--- src/rtl/deserialize_10b.sv ---
// deserialize_10b: receive-side framer that locks 10-bit word boundaries onto K28.5 commas.
// Define DESER_LOCK_TIMEOUT_EN to drop lock after LOCK_TIMEOUT boundary words without a comma.
module deserialize_10b #(
    parameter int unsigned RELOCK_COUNT = 3,
    parameter int unsigned LOCK_TIMEOUT = 256
) (
    input  logic       clk,
    input  logic       rst_n,
    input  logic       bit_in,
    input  logic       bit_valid,
    output logic [9:0] d_out,
    output logic       d_valid,
    output logic       comma,
    output logic       locked
);

    localparam int unsigned WORD_W     = 10;
    localparam int unsigned PH_W       = 4;
    localparam int unsigned FILL_W     = 4;
    localparam int unsigned LAST_PHASE = WORD_W - 1;
    localparam int unsigned MIS_W      = $clog2(RELOCK_COUNT + 1);
    localparam int unsigned TO_W       = $clog2(LOCK_TIMEOUT + 1);

    localparam logic [6:0] CORE_NEG = 7'b1111100;
    localparam logic [6:0] CORE_POS = 7'b0000011;

    typedef enum logic {UNLOCKED = 1'b0, LOCKED = 1'b1} state_e;

    state_e              state_q, state_d;
    logic [WORD_W-1:0]   sr_q, sr_d;
    logic [PH_W-1:0]     phase_q, phase_d;
    logic [FILL_W-1:0]   fill_q, fill_d;
    logic [MIS_W-1:0]    mis_q, mis_d;
    logic [TO_W-1:0]     to_q, to_d;
    logic [WORD_W-1:0]   d_out_q, d_out_d;
    logic                d_valid_q, d_valid_d;
    logic                comma_q, comma_d;
    logic                locked_q, locked_d;

    logic [WORD_W-1:0]   sr_shift;
    logic [FILL_W-1:0]   fill_inc;
    logic [PH_W-1:0]     phase_inc;
    logic [MIS_W-1:0]    mis_inc;
    logic                match;
    logic                boundary;
`ifdef DESER_LOCK_TIMEOUT_EN
    logic [TO_W-1:0]     to_inc;
`endif

    // Next-state: shift, phase tracking, alignment decisions and word emission.
    always_comb begin
        state_d   = state_q;
        sr_d      = sr_q;
        phase_d   = phase_q;
        fill_d    = fill_q;
        mis_d     = mis_q;
        to_d      = to_q;
        d_out_d   = d_out_q;
        d_valid_d = 1'b0;
        comma_d   = comma_q;
        locked_d  = locked_q;

        sr_shift  = {bit_in, sr_q[WORD_W-1:1]};
        fill_inc  = (fill_q == FILL_W'(WORD_W)) ? fill_q : fill_q + 1'b1;
        phase_inc = (phase_q == PH_W'(LAST_PHASE)) ? '0 : phase_q + 1'b1;
        mis_inc   = (mis_q == MIS_W'(RELOCK_COUNT)) ? mis_q : mis_q + 1'b1;
        boundary  = (phase_inc == '0);
        match     = (fill_inc == FILL_W'(WORD_W)) &&
                    ((sr_shift[6:0] == CORE_NEG) || (sr_shift[6:0] == CORE_POS));
`ifdef DESER_LOCK_TIMEOUT_EN
        to_inc    = to_q + 1'b1;
`endif

        if (bit_valid) begin
            sr_d    = sr_shift;
            fill_d  = fill_inc;
            phase_d = phase_inc;
            case (state_q)
                UNLOCKED: begin
                    if (match) begin
                        state_d   = LOCKED;
                        locked_d  = 1'b1;
                        phase_d   = '0;
                        d_out_d   = sr_shift;
                        comma_d   = 1'b1;
                        d_valid_d = 1'b1;
                    end
                end
                LOCKED: begin
                    if (boundary) begin
                        if (match) begin
                            mis_d     = '0;
                            to_d      = '0;
                            d_out_d   = sr_shift;
                            comma_d   = 1'b1;
                            d_valid_d = 1'b1;
                        end else begin
`ifdef DESER_LOCK_TIMEOUT_EN
                            if (to_inc == TO_W'(LOCK_TIMEOUT)) begin
                                state_d  = UNLOCKED;
                                locked_d = 1'b0;
                                mis_d    = '0;
                                to_d     = '0;
                            end else begin
                                to_d      = to_inc;
                                d_out_d   = sr_shift;
                                comma_d   = 1'b0;
                                d_valid_d = 1'b1;
                            end
`else
                            d_out_d   = sr_shift;
                            comma_d   = 1'b0;
                            d_valid_d = 1'b1;
`endif
                        end
                    end else if (match) begin
                        // Enough commas at a new phase: move the boundary onto them.
                        if (mis_inc == MIS_W'(RELOCK_COUNT)) begin
                            phase_d   = '0;
                            mis_d     = '0;
                            d_out_d   = sr_shift;
                            comma_d   = 1'b1;
                            d_valid_d = 1'b1;
                        end else begin
                            mis_d = mis_inc;
                        end
                    end
                end
                default: state_d = UNLOCKED;
            endcase
        end
    end

    always_ff @(posedge clk) begin
        if (!rst_n) begin
            state_q   <= UNLOCKED;
            sr_q      <= '0;
            phase_q   <= '0;
            fill_q    <= '0;
            mis_q     <= '0;
            to_q      <= '0;
            d_out_q   <= '0;
            d_valid_q <= 1'b0;
            comma_q   <= 1'b0;
            locked_q  <= 1'b0;
        end else begin
            state_q   <= state_d;
            sr_q      <= sr_d;
            phase_q   <= phase_d;
            fill_q    <= fill_d;
            mis_q     <= mis_d;
            to_q      <= to_d;
            d_out_q   <= d_out_d;
            d_valid_q <= d_valid_d;
            comma_q   <= comma_d;
            locked_q  <= locked_d;
        end
    end

    assign d_out   = d_out_q;
    assign d_valid = d_valid_q;
    assign comma   = comma_q;
    assign locked  = locked_q;

endmodule
--- config.mk ---
export PLATFORM = sky130hd
export DESIGN_NAME = deserialize_10b
export DESIGN_NICKNAME = d
export VERILOG_FILES = /design/src/rtl/deserialize_10b.sv
export SDC_FILE = /design/constraint.sdc
export NUM_CORES = 1
export LEC_CHECK = 0
export ABC_AREA = 1
export CORE_MARGIN = 1.5
export CORE_UTILIZATION = 48
export CTS_CLUSTER_SIZE = 28
export DETAILED_ROUTE_END_ITERATION = 16
export PLACE_DENSITY = 0.7
export SETUP_SLACK_MARGIN = 0.1
export SLEW_MARGIN = 20
export SYNTH_ARGS = -nofsm -noshare
export SYNTH_HDL_FRONTEND = slang
export SYNTH_SLANG_ARGS = --single-unit
--- constraint.sdc ---
create_clock -name clk -period 2.1 [get_ports clk]
set_input_delay 0.525 -clock clk [delete_from_list [all_inputs] [get_ports clk]]
set_output_delay 0.525 -clock clk [all_outputs]
set_load 0.01 [all_outputs]
==> results by group, run 1 <==
Setup path
  • Critical path launch point type: flop
  • Slowest CP cell: dfxtp_2
  • Worst R2R End: d_out[3]$_SDFFE_PN0P_
  • CP max stage delay: 0.35 ns
  • R2R Setup Slk: 0.30 ns
  • Origin of the critical flop-to-flop path: fill_q[0]$_SDFFE_PN0P_
  • Crit Path Max Fanout: 9
  • Crit path cell chain: inv_1 -> ha_1 -> nand2_1 -> nand3_2 -> nand2_2 -> nor2_4 -> nand3_4 -> a21oi_4 -> buf_4 -> nand3_1 -> a21oi_1
  • Worst setup path start: fill_q[0]$_SDFFE_PN0P_
  • Arrival time at the worst endpoint: 2.06 ns
  • Delay-heaviest family, CP: simple AND/OR/NAND/NOR gates
  • CP Depth: 11
  • Setup crit end: d_out[3]$_SDFFE_PN0P_
  • Data required time of the critical path: 2.36 ns
  • Critical path buffers and inverters: 2
  • R2R depth: 11
  • Setup crit end kind: flop
  • WS Path Type: flop to flop

Synth
  • Adder-Cell Fraction of Synth Area: 1.685%
  • Yosys warnings: 0
  • Top-area cell type share of the netlist area: 44.48%
  • Syn_area_per_cell: 7.577 sq um
  • Mux cell area share after synthesis: 0%
  • Register area share after synthesis: 44.48%
  • Cell count after synthesis: 196
  • Top cell type by total area after synthesis: dfxtp_1
  • Cell Area, Synth: 0.001485 sq mm
  • Syn Nets: 202
  • Yosys cell types: 27
  • Synth Register Bits: 33
  • Synth Area in Simple Gates: 32.18%
  • Top post-synthesis cells by area: dfxtp_1, nand2_1, a21oi_1, nand3_1, inv_1
  • Post-Synth XOR/XNOR Area: 0.5897%
  • Largest family of logic cells by synthesized area: simple AND/OR/NAND/NOR gates
  • Synth Area in Compound Gates: 13.73%

Worst hold path
  • Hold path start: d_out[9]$_SDFFE_PN0P_
  • HP Class: flop to flop

STA
  • Pins over their slew limit: 0
  • Final Hold Vio Count: 0
  • Final Skew: 0.007545 ns
  • Fin Setup TNS: 0 ns
  • Least-Margin Pin Slew: 0.3654 ns
  • Hold_ws: 0.4662 ns
  • Final setup viols: 0
  • Slew Limit Headroom: 75.61%
  • Final Critical Period: 1.796 ns
  • RSZ-0062 raised after global routing: false
  • Final Cycle Share: 85.55%
  • Highest clock rate: 556.6 MHz

Cells and area
  • P&R area growth vs syn: 20.13%
  • Antenna cell count: 0
  • Share of layout cells above drive strength 1: 14.61%
  • Util after Layout: 59.42%
  • Layout net count: 224
  • Reg area: 661.9 sq um
  • Filler cell count: 290
  • Multi-input gate area: 715.7 sq um

CTS
  • CTS sink count: 33
  • Clock Root Buffer: clkbuf_4
  • Num CTS Buffers: 5
  • CTS max path bufs: 2
  • Worst-Skew Late Latency: 0.33 ns
  • CTS tree: done
  • Htree depth: 2
  • Clock-pin slew on the worst setup and hold paths: 0.10 ns

Global route
  • GRT Util Overall: 20.12%
  • Initial antenna violation count: 0
  • Gr ovfl total: 0
  • First-pass GRT wire length: 5.126 mm
  • Largest net degree at the start of global routing: 17
  • Vias in the first global route: 1170

Floorplanning
  • Top Ports: 17
  • Row cnt: 20
  • Die W: 58.63 microns
  • Die height: 58.63 microns
  • Die area: 0.003437 sq mm
  • Starting Density: 49.46%
  • Core area: 0.003003 sq mm

Detailed routing
  • Vias per cell: 5.155
  • Drt pass-1 iters: 10
  • ANT nets after route: 0
  • DR WL/cell: 11.85 microns
  • DR DRC count: 1
  • Via count: 1299
  • Iteration-0 DRC Markers: 63
  • WL final: 2.987 mm

Placed design
  • HPWL after DPL: 2.160 mm
  • Number of buffers inserted by port buffering: 16
  • Routability Congestion: 0.7751

Run status
  • Failing checks: DRC
  • Status: finished with violations

Power and ir drop
  • Pwr/cell area: 695.5 mW/mm^2
  • Static leakage: 0.0006767 uW
  • VDD IR-drop max: 0.4467 mV

Run
  • Max Cap Violations: 0
-- per-stage QoR --
| stage | instances | worst slack (ns) | total power (uW) | instance area, sq um |
|---|---|---|---|---|
| 6_report | 252 | 0.3035 | 1241 | 1784 |
| 2_1_floorplan | 196 | 0.3501 | 729.6 | 1485 |
| 3_3_place_gp | 244 | 0.2972 | 754.8 | 1698 |
| 3_5_place_dp | 244 | 0.2408 | 758.7 | 1698 |
| 5_1_grt | 252 | 0.1356 | 1301 | 1784 |
| 4_1_cts | 252 | 0.2464 | 1254 | 1783 |
-- worst reg2reg max path: stages (launching register included) --
cell	delay (ns)
dfxtp_2	0.35
inv_1	0.10
ha_1	0.20
nand2_1	0.07
nand3_2	0.07
nand2_2	0.07
nor2_4	0.14
nand3_4	0.12
a21oi_4	0.18
buf_4	0.19
nand3_1	0.08
a21oi_1	0.17
-- routing by layer --
layer	up-vias	GRT usage [%]	part of all wire (%)
li1	687	-	-
met1	590	23.08	46
met2	17	34.67	49
met3	5	7.253	3.6
met4	0	6.818	1.4
met5	-	0	0
-- sequential cells by signal (all words and copies together), names as in the netlist --
register	flops
sr_q	9
fill_q	4
state_q	1
locked	1
d_out	10
d_valid	1
phase_q	4
comma	1
mis_q	2
-- how the worst min path moves through the flow --
stage / to / slack, ns / cells after the start
finish: d_out[9]$_SDFFE_PN0P_ / 0.47 / 2
global route: d_out[9]$_SDFFE_PN0P_ / 0.48 / 2
CTS: d_out[9]$_SDFFE_PN0P_ / 0.47 / 2
detailed placement: d_out[9]$_SDFFE_PN0P_ / 0.45 / 2
global placement: d_out[9]$_SDFFE_PN0P_ / 0.45 / 2
floorplan: d_out[7]$_SDFFE_PN0P_ / 0.43 / 2
-- what timing repair did --
action,4_1_cts,5_1_grt
setup buffers,0,0
setup endpoints to repair,0,1
gates resized for setup,0,1
hold buffers,0,0
-- cell usage after synthesis, drive strengths merged --
cell type	n
nand4	3
o21ai	6
a21oi	26
o21a	1
o211ai	1
o22ai	1
inv	18
dfxtp	33
xnor2	1
nor2	15
clkbuf	6
nand2	57
ha	2
nor3	4
nor4	1
buf	2
nand3	18
a211oi	1
-- logic make-up (layout without fill, tap and decap cells) --
| family | count (synthesis) | in the layout |
|---|---|---|
| adders and majority gates | 2 | 2 |
| buffers and inverters | 26 | 49 |
| xor gates and xnor gates | 1 | 1 |
| and+or+nand+nor | 98 | 98 |
| AOI/OAI and AO/OA | 36 | 36 |
| DFF | 33 | 33 |
-- cells in the final DEF (no fill, tap or decap), types with 2 or more instances in the layout --
| cell | n |
|---|---|
| nand2_1 | 50 |
| dfxtp_1 | 32 |
| a21oi_1 | 25 |
| inv_1 | 17 |
| clkdlybuf4s50_1 | 16 |
| nand3_1 | 14 |
| nor2_1 | 12 |
| buf_4 | 7 |
| nand2_2 | 6 |
| o21ai_0 | 5 |
| clkbuf_4 | 5 |
| nor3_1 | 4 |
| nand4_1 | 3 |
| nor2_4 | 3 |
| nand3_2 | 3 |
| ha_1 | 2 |
-- layout make-up --
cell class	count	area share, %
clock buffer	7	3.086
timing repair buffer	23	11.92
multi-input combinational	137	40.11
sequential	33	37.10
tap	33	2.314
inverter	18	3.787
clock inverter	1	1.683
-- power breakdown --
group	internal (uW)	switching, uW	total, uW
clock	284	212	496
sequential	640	15.5	655
combinational	34.3	54.7	89.1
total	958	282	1240
(Power assumes the default switching activity.)
==> inputs of run 2 (changes only) <==
CTS_BUF_LIST = sky130_fd_sc_hd__clkbuf_8   (was unset)
==> run 2 against run 1 <==
  * The run still ends with DRC left
  * Cell count unchanged
  * Worst hold slack worse by 0.0051 ns
  * Core utilization up 1.0 points
  * Design area up 1.8%
  * Critical path depth unchanged
  * Die area unchanged
  * Count of clock-buffer cells in the layout down 1
  * Via count up 0.38%
  * Maximum frequency up 0.54%
  * Sequential share of layout area down 0.64 points
  * Register-to-register slack about the same
  * Sequential cell count unchanged
  * Critical endpoint unchanged
  * Largest power group unchanged
  * Highest routed layer unchanged
==> results by group, run 2 (same netlist as run 1, synthesis figures left out) <==
Detailed routing
  • DR DRC count: 1
  • DR WL/cell: 12.09 microns
  • Vias per cell: 5.175
  • WL final: 3.046 mm
  • Iteration-0 DRC Markers: 53
  • Via count: 1304
  • Drt pass-1 iters: 10
  • ANT nets after route: 0

Global route
  • GRT Util Overall: 20.40%
  • Gr ovfl total: 0
  • Vias in the first global route: 1183
  • Largest net degree at the start of global routing: 17
  • Initial antenna violation count: 0
  • First-pass GRT wire length: 5.161 mm

CTS
  • Post-CTS setup buffers: 0
  • Clock-pin slew on the worst setup and hold paths: 0.07 ns
  • Clock Root Buffer: clkbuf_8
  • Worst-Skew Late Latency: 0.29 ns
  • Htree depth: 2
  • CTS tree: done
  • CTS sink count: 33
  • CTS max path bufs: 2
  • Num CTS Buffers: 5

Worst hold path
  • Hold path start: d_out[9]$_SDFFE_PN0P_
  • HP Class: flop to flop

Placed design
  • Number of buffers inserted by port buffering: 16
  • Placed cells: 244
  • Area after DPL: 0.001698 sq mm
  • HPWL after DPL: 2.160 mm
  • Routability Congestion: 0.7751

Setup path
  • WS Path Type: flop to flop
  • Worst setup path start: fill_q[0]$_SDFFE_PN0P_
  • Slowest CP cell: dfxtp_2
  • Critical path launch point type: flop
  • Arrival time at the worst endpoint: 2.00 ns
  • Critical path buffers and inverters: 2
  • Data required time of the critical path: 2.31 ns
  • Crit Path Max Fanout: 9
  • CP max stage delay: 0.34 ns
  • Origin of the critical flop-to-flop path: fill_q[0]$_SDFFE_PN0P_
  • R2R Setup Slk: 0.31 ns
  • Setup crit end kind: flop
  • Crit path cell chain: inv_1 -> ha_1 -> nand2_1 -> nand3_2 -> nand2_2 -> nor2_4 -> nand3_4 -> a21oi_4 -> buf_4 -> nand3_1 -> a21oi_1
  • Delay-heaviest family, CP: simple AND/OR/NAND/NOR gates

Run status
  • Failing checks: DRC
  • Status: finished with violations

Cells and area
  • Share of layout cells above drive strength 1: 14.61%
  • Reg area: 661.9 sq um
  • Layout net count: 224
  • Final instance area: 0.001815 sq mm
  • Commonest non-fill, non-tap cell in the layout: nand2_1
  • Finished Layout Cells: 252
  • Filler cell count: 284
  • Max reg flops: 10
  • P&R area growth vs syn: 22.24%
  • Commonest non-fill, non-tap cells in the layout: nand2_1, dfxtp_1, a21oi_1
  • Multi-input gate area: 715.7 sq um
  • Util after Layout: 60.46%
  • Antenna cell count: 0

Run
  • Max Cap Violations: 0

Power and ir drop
  • Static leakage: 0.0006938 uW
  • VDD IR-drop max: 0.4461 mV
  • Post-layout power: 1354 uW
  • Pwr/cell area: 745.8 mW/mm^2

STA
  • Slew Limit Headroom: 75.67%
  • Fin Setup TNS: 0 ns
  • Final Cycle Share: 85.09%
  • Final Critical Period: 1.787 ns
  • Final Hold Vio Count: 0
  • RSZ-0062 raised after global routing: false
  • Least-Margin Pin Slew: 0.3645 ns
  • Pins over their slew limit: 0
  • Final setup viols: 0
  • Final Skew: 0.006623 ns
  • Highest clock rate: 559.6 MHz

Floorplanning
  • Row cnt: 20
  • Die area: 0.003437 sq mm
  • Core area: 0.003003 sq mm
  • Die W: 58.63 microns
  • Starting Density: 49.46%
  • Top Ports: 17
  • Die height: 58.63 microns
## run 2: final cells by class
class	instances	area share, %
multi-input cells	137	39.42
flip-flops and latches	33	36.46
repair buffers	23	11.72
clock buffers	6	4.549
inverters	18	3.722
well taps	33	2.274
clock inverters	2	1.861
## run 2: what timing repair did
item,4_1_cts,5_1_grt
setup endpoints to repair,0,1
gates resized for setup,0,1
hold buffers,0,0
## run 2: worst paths after layout
path	endpoint	cells past startpoint
worst max-delay path	d_out[3]$_SDFFE_PN0P_	11
worst min-delay path	d_out[9]$_SDFFE_PN0P_	2
worst max register to register	d_out[3]$_SDFFE_PN0P_	11
worst min register to register	d_out[9]$_SDFFE_PN0P_	2
## run 2: report_power, final
part	switching, uW	internal (uW)	total [uW]
combinational	54.9	34.4	89.2
sequential	15.6	640	656
clock	227	382	609
total	298	1060	1350
## run 2: per-layer routing
| metal | up-vias | global-route usage, % | wire, microns |
|---|---|---|---|
| li1 | 687 | - | - |
| met1 | 592 | 22.94 | 1370 |
| met2 | 21 | 34.83 | 1499 |
| met3 | 4 | 7.253 | 123 |
| met4 | 0 | 8.766 | 53 |
| met5 | - | 0 | 0 |
## run 2: tightest hold or removal path, stage by stage (launching register included)
cell and delay, ns:
dfxtp_1 0.31, nand2_1 0.06, a21oi_1 0.05
## run 2: through the flow
step / setup WS [ns] / hold WS [ns]
after floorplan: 0.3501 / 0.4345
after global placement: 0.2972 / 0.4478
after detailed placement: 0.2408 / 0.4520
after CTS: 0.2535 / 0.4627
after global routing: 0.1417 / 0.4774
final: 0.3131 / 0.4611
==> inputs of run 3 (changes only) <==
DONT_BUFFER_PORTS = 1   (was unset)
PLACE_DENSITY = unset   (was 0.7)
==> run 3 against run 2 <==
  * The flow now finishes without violations
  * Highest routed layer unchanged
  * Via count is 5.1% lower
  * Largest power group is now the clock network
  * Worst setup slack worse by 0.020 ns
  * Combinational power down 22%
  * Register-to-register slack got worse by 0.02 ns
  * Maximum frequency is 1.1% lower
==> results by group, run 3 (same netlist as run 1, synthesis figures left out) <==
CTS
  • CTS max path bufs: 2
  • Worst-Skew Late Latency: 0.28 ns
  • CTS tree: done
  • Clock Root Buffer: clkbuf_8
  • Num CTS Buffers: 5
  • Htree depth: 2
  • CTS sink count: 33
  • Clock-pin slew on the worst setup and hold paths: 0.07 ns

Worst hold path
  • HP Class: input pin to flop
  • WHS Path Cells: 1
  • Hold Path End: fill_q[1]$_SDFFE_PN0P_
  • Hold path start: bit_valid

Cells and area
  • P&R area growth vs syn: 12.05%
  • Max reg flops: 10
  • Reg area: 660.6 sq um
  • Finished Layout Cells: 233
  • Commonest non-fill, non-tap cell in the layout: nand2_1
  • Multi-input gate area: 718.2 sq um
  • Filler cell count: 289
  • Util after Layout: 55.42%
  • Antenna cell count: 0
  • Layout net count: 205
  • Commonest non-fill, non-tap cells in the layout: nand2_1, dfxtp_1, a21oi_1
  • Share of layout cells above drive strength 1: 15.00%

Detailed routing
  • DR WL/cell: 12.69 microns
  • WL final: 2.956 mm
  • Drt pass-1 iters: 4
  • Via count: 1237
  • ANT nets after route: 0
  • DR DRC count: 0
  • Vias per cell: 5.309
  • Iteration-0 DRC Markers: 68

Placed design
  • Number of buffers inserted by port buffering: 0
  • Placed cells: 224
  • Setup slack at placement: 0.1814 ns
  • Routability Congestion: 0.7718
  • HPWL after DPL: 2.111 mm

Setup path
  • Crit Path Max Fanout: 13
  • Arrival time at the worst endpoint: 2.03 ns
  • R2R depth: 11
  • Worst R2R End: comma$_SDFFE_PN0P_
  • Setup crit end kind: flop
  • Origin of the critical flop-to-flop path: fill_q[0]$_SDFFE_PN0P_
  • Data required time of the critical path: 2.33 ns
  • WS Path Type: flop to flop
  • R2R Setup Slk: 0.29 ns
  • Critical path launch point type: flop

Power and ir drop
  • VDD IR-drop max: 0.4522 mV
  • Post-layout power: 1423 uW
  • Static leakage: 0.0006320 uW
  • Pwr/cell area: 854.9 mW/mm^2

STA
  • Slew Limit Headroom: 64.78%
  • Highest clock rate: 553.3 MHz
  • Fin Setup TNS: 0 ns
  • Final Skew: 0.006047 ns
  • Final Critical Period: 1.807 ns
  • Least-Margin Pin Slew: 0.5278 ns
  • Final Hold Vio Count: 0
  • Final setup viols: 0
  • RSZ-0062 raised after global routing: false
  • Final Cycle Share: 86.06%
  • Pins over their slew limit: 0
  • Final setup margin: 0.2927 ns

Global route
  • GRT Util Overall: 19.48%
  • Largest net degree at the start of global routing: 18
  • Gr ovfl total: 0
  • First-pass GRT wire length: 5.064 mm
  • Initial antenna violation count: 0
  • Vias in the first global route: 1196

Floorplanning
  • Top Ports: 17
  • Die W: 58.63 microns
  • Core area: 0.003003 sq mm
  • Die area: 0.003437 sq mm
  • Starting Density: 49.46%
  • Row cnt: 20
  • Die height: 58.63 microns

Run status
  • Status: completed

Run
  • Max Cap Violations: 0
[run 3: area by class of cell]
class	instances	area share, %
multi-input cells	137	43.16
clock inverters	3	3.910
well taps	33	2.481
flip-flops and latches	33	39.70
clock buffers	5	4.135
inverters	18	4.060
repair buffers	4	2.556
[run 3: per-stage QoR]
step | cell area, sq um | hold WS [ns]
floorplan | 1485 | 0.4345
global placement | 1508 | 0.4555
detailed placement | 1508 | 0.4655
CTS | 1642 | 0.3260
global route | 1664 | 0.3377
finish | 1664 | 0.3337
[run 3: how the worst max path moves through the flow]
stage | startpoint | end | slack, ns | depth (start not counted)
final | fill_q[0]$_SDFFE_PN0P_ | comma$_SDFFE_PN0P_ | 0.29 | 11
after global routing | fill_q[0]$_SDFFE_PN0P_ | comma$_SDFFE_PN0P_ | 0.09 | 11
after CTS | fill_q[0]$_SDFFE_PN0P_ | comma$_SDFFE_PN0P_ | 0.16 | 11
after detailed placement | fill_q[0]$_SDFFE_PN0P_ | d_out[7]$_SDFFE_PN0P_ | 0.18 | 11
after global placement | fill_q[0]$_SDFFE_PN0P_ | d_out[3]$_SDFFE_PN0P_ | 0.27 | 10
after floorplan | fill_q[0]$_SDFFE_PN0P_ | d_out[3]$_SDFFE_PN0P_ | 0.35 | 11
[run 3: worst max-delay path, cell delays in order (launching register included)]
cell and delay [ns]:
dfxtp_1 0.39, inv_1 0.09, ha_1 0.23, nand4_1 0.11, nand2_2 0.08, nor2_4 0.11, nand3_4 0.11, a21oi_4 0.23
nand2_4 0.17, nor2_4 0.13, nand2_1 0.06, nand2_1 0.05
[run 3: what timing repair did]
item,4_1_cts,5_1_grt
setup buffers,0,1
hold buffers,0,0
setup endpoints to repair,0,13
resized for setup,0,1
endpoints found under the hold margin,0,0
[run 3: per-layer routing]
layer  vias up  track usage [%]  share of wire, %
met5         -                0                 0
met4         0            9.740               1.2
met2        32            32.10                47
met1       558            23.33                46
met3         4            5.275               5.4
li1        643                -                 -
[run 3: power by group]
group	internal, uW	switching [uW]	leakage, uW
registers	640	15.9	0.000268
clock network	471	226	0.0000681
logic	26.0	43.8	0.000296
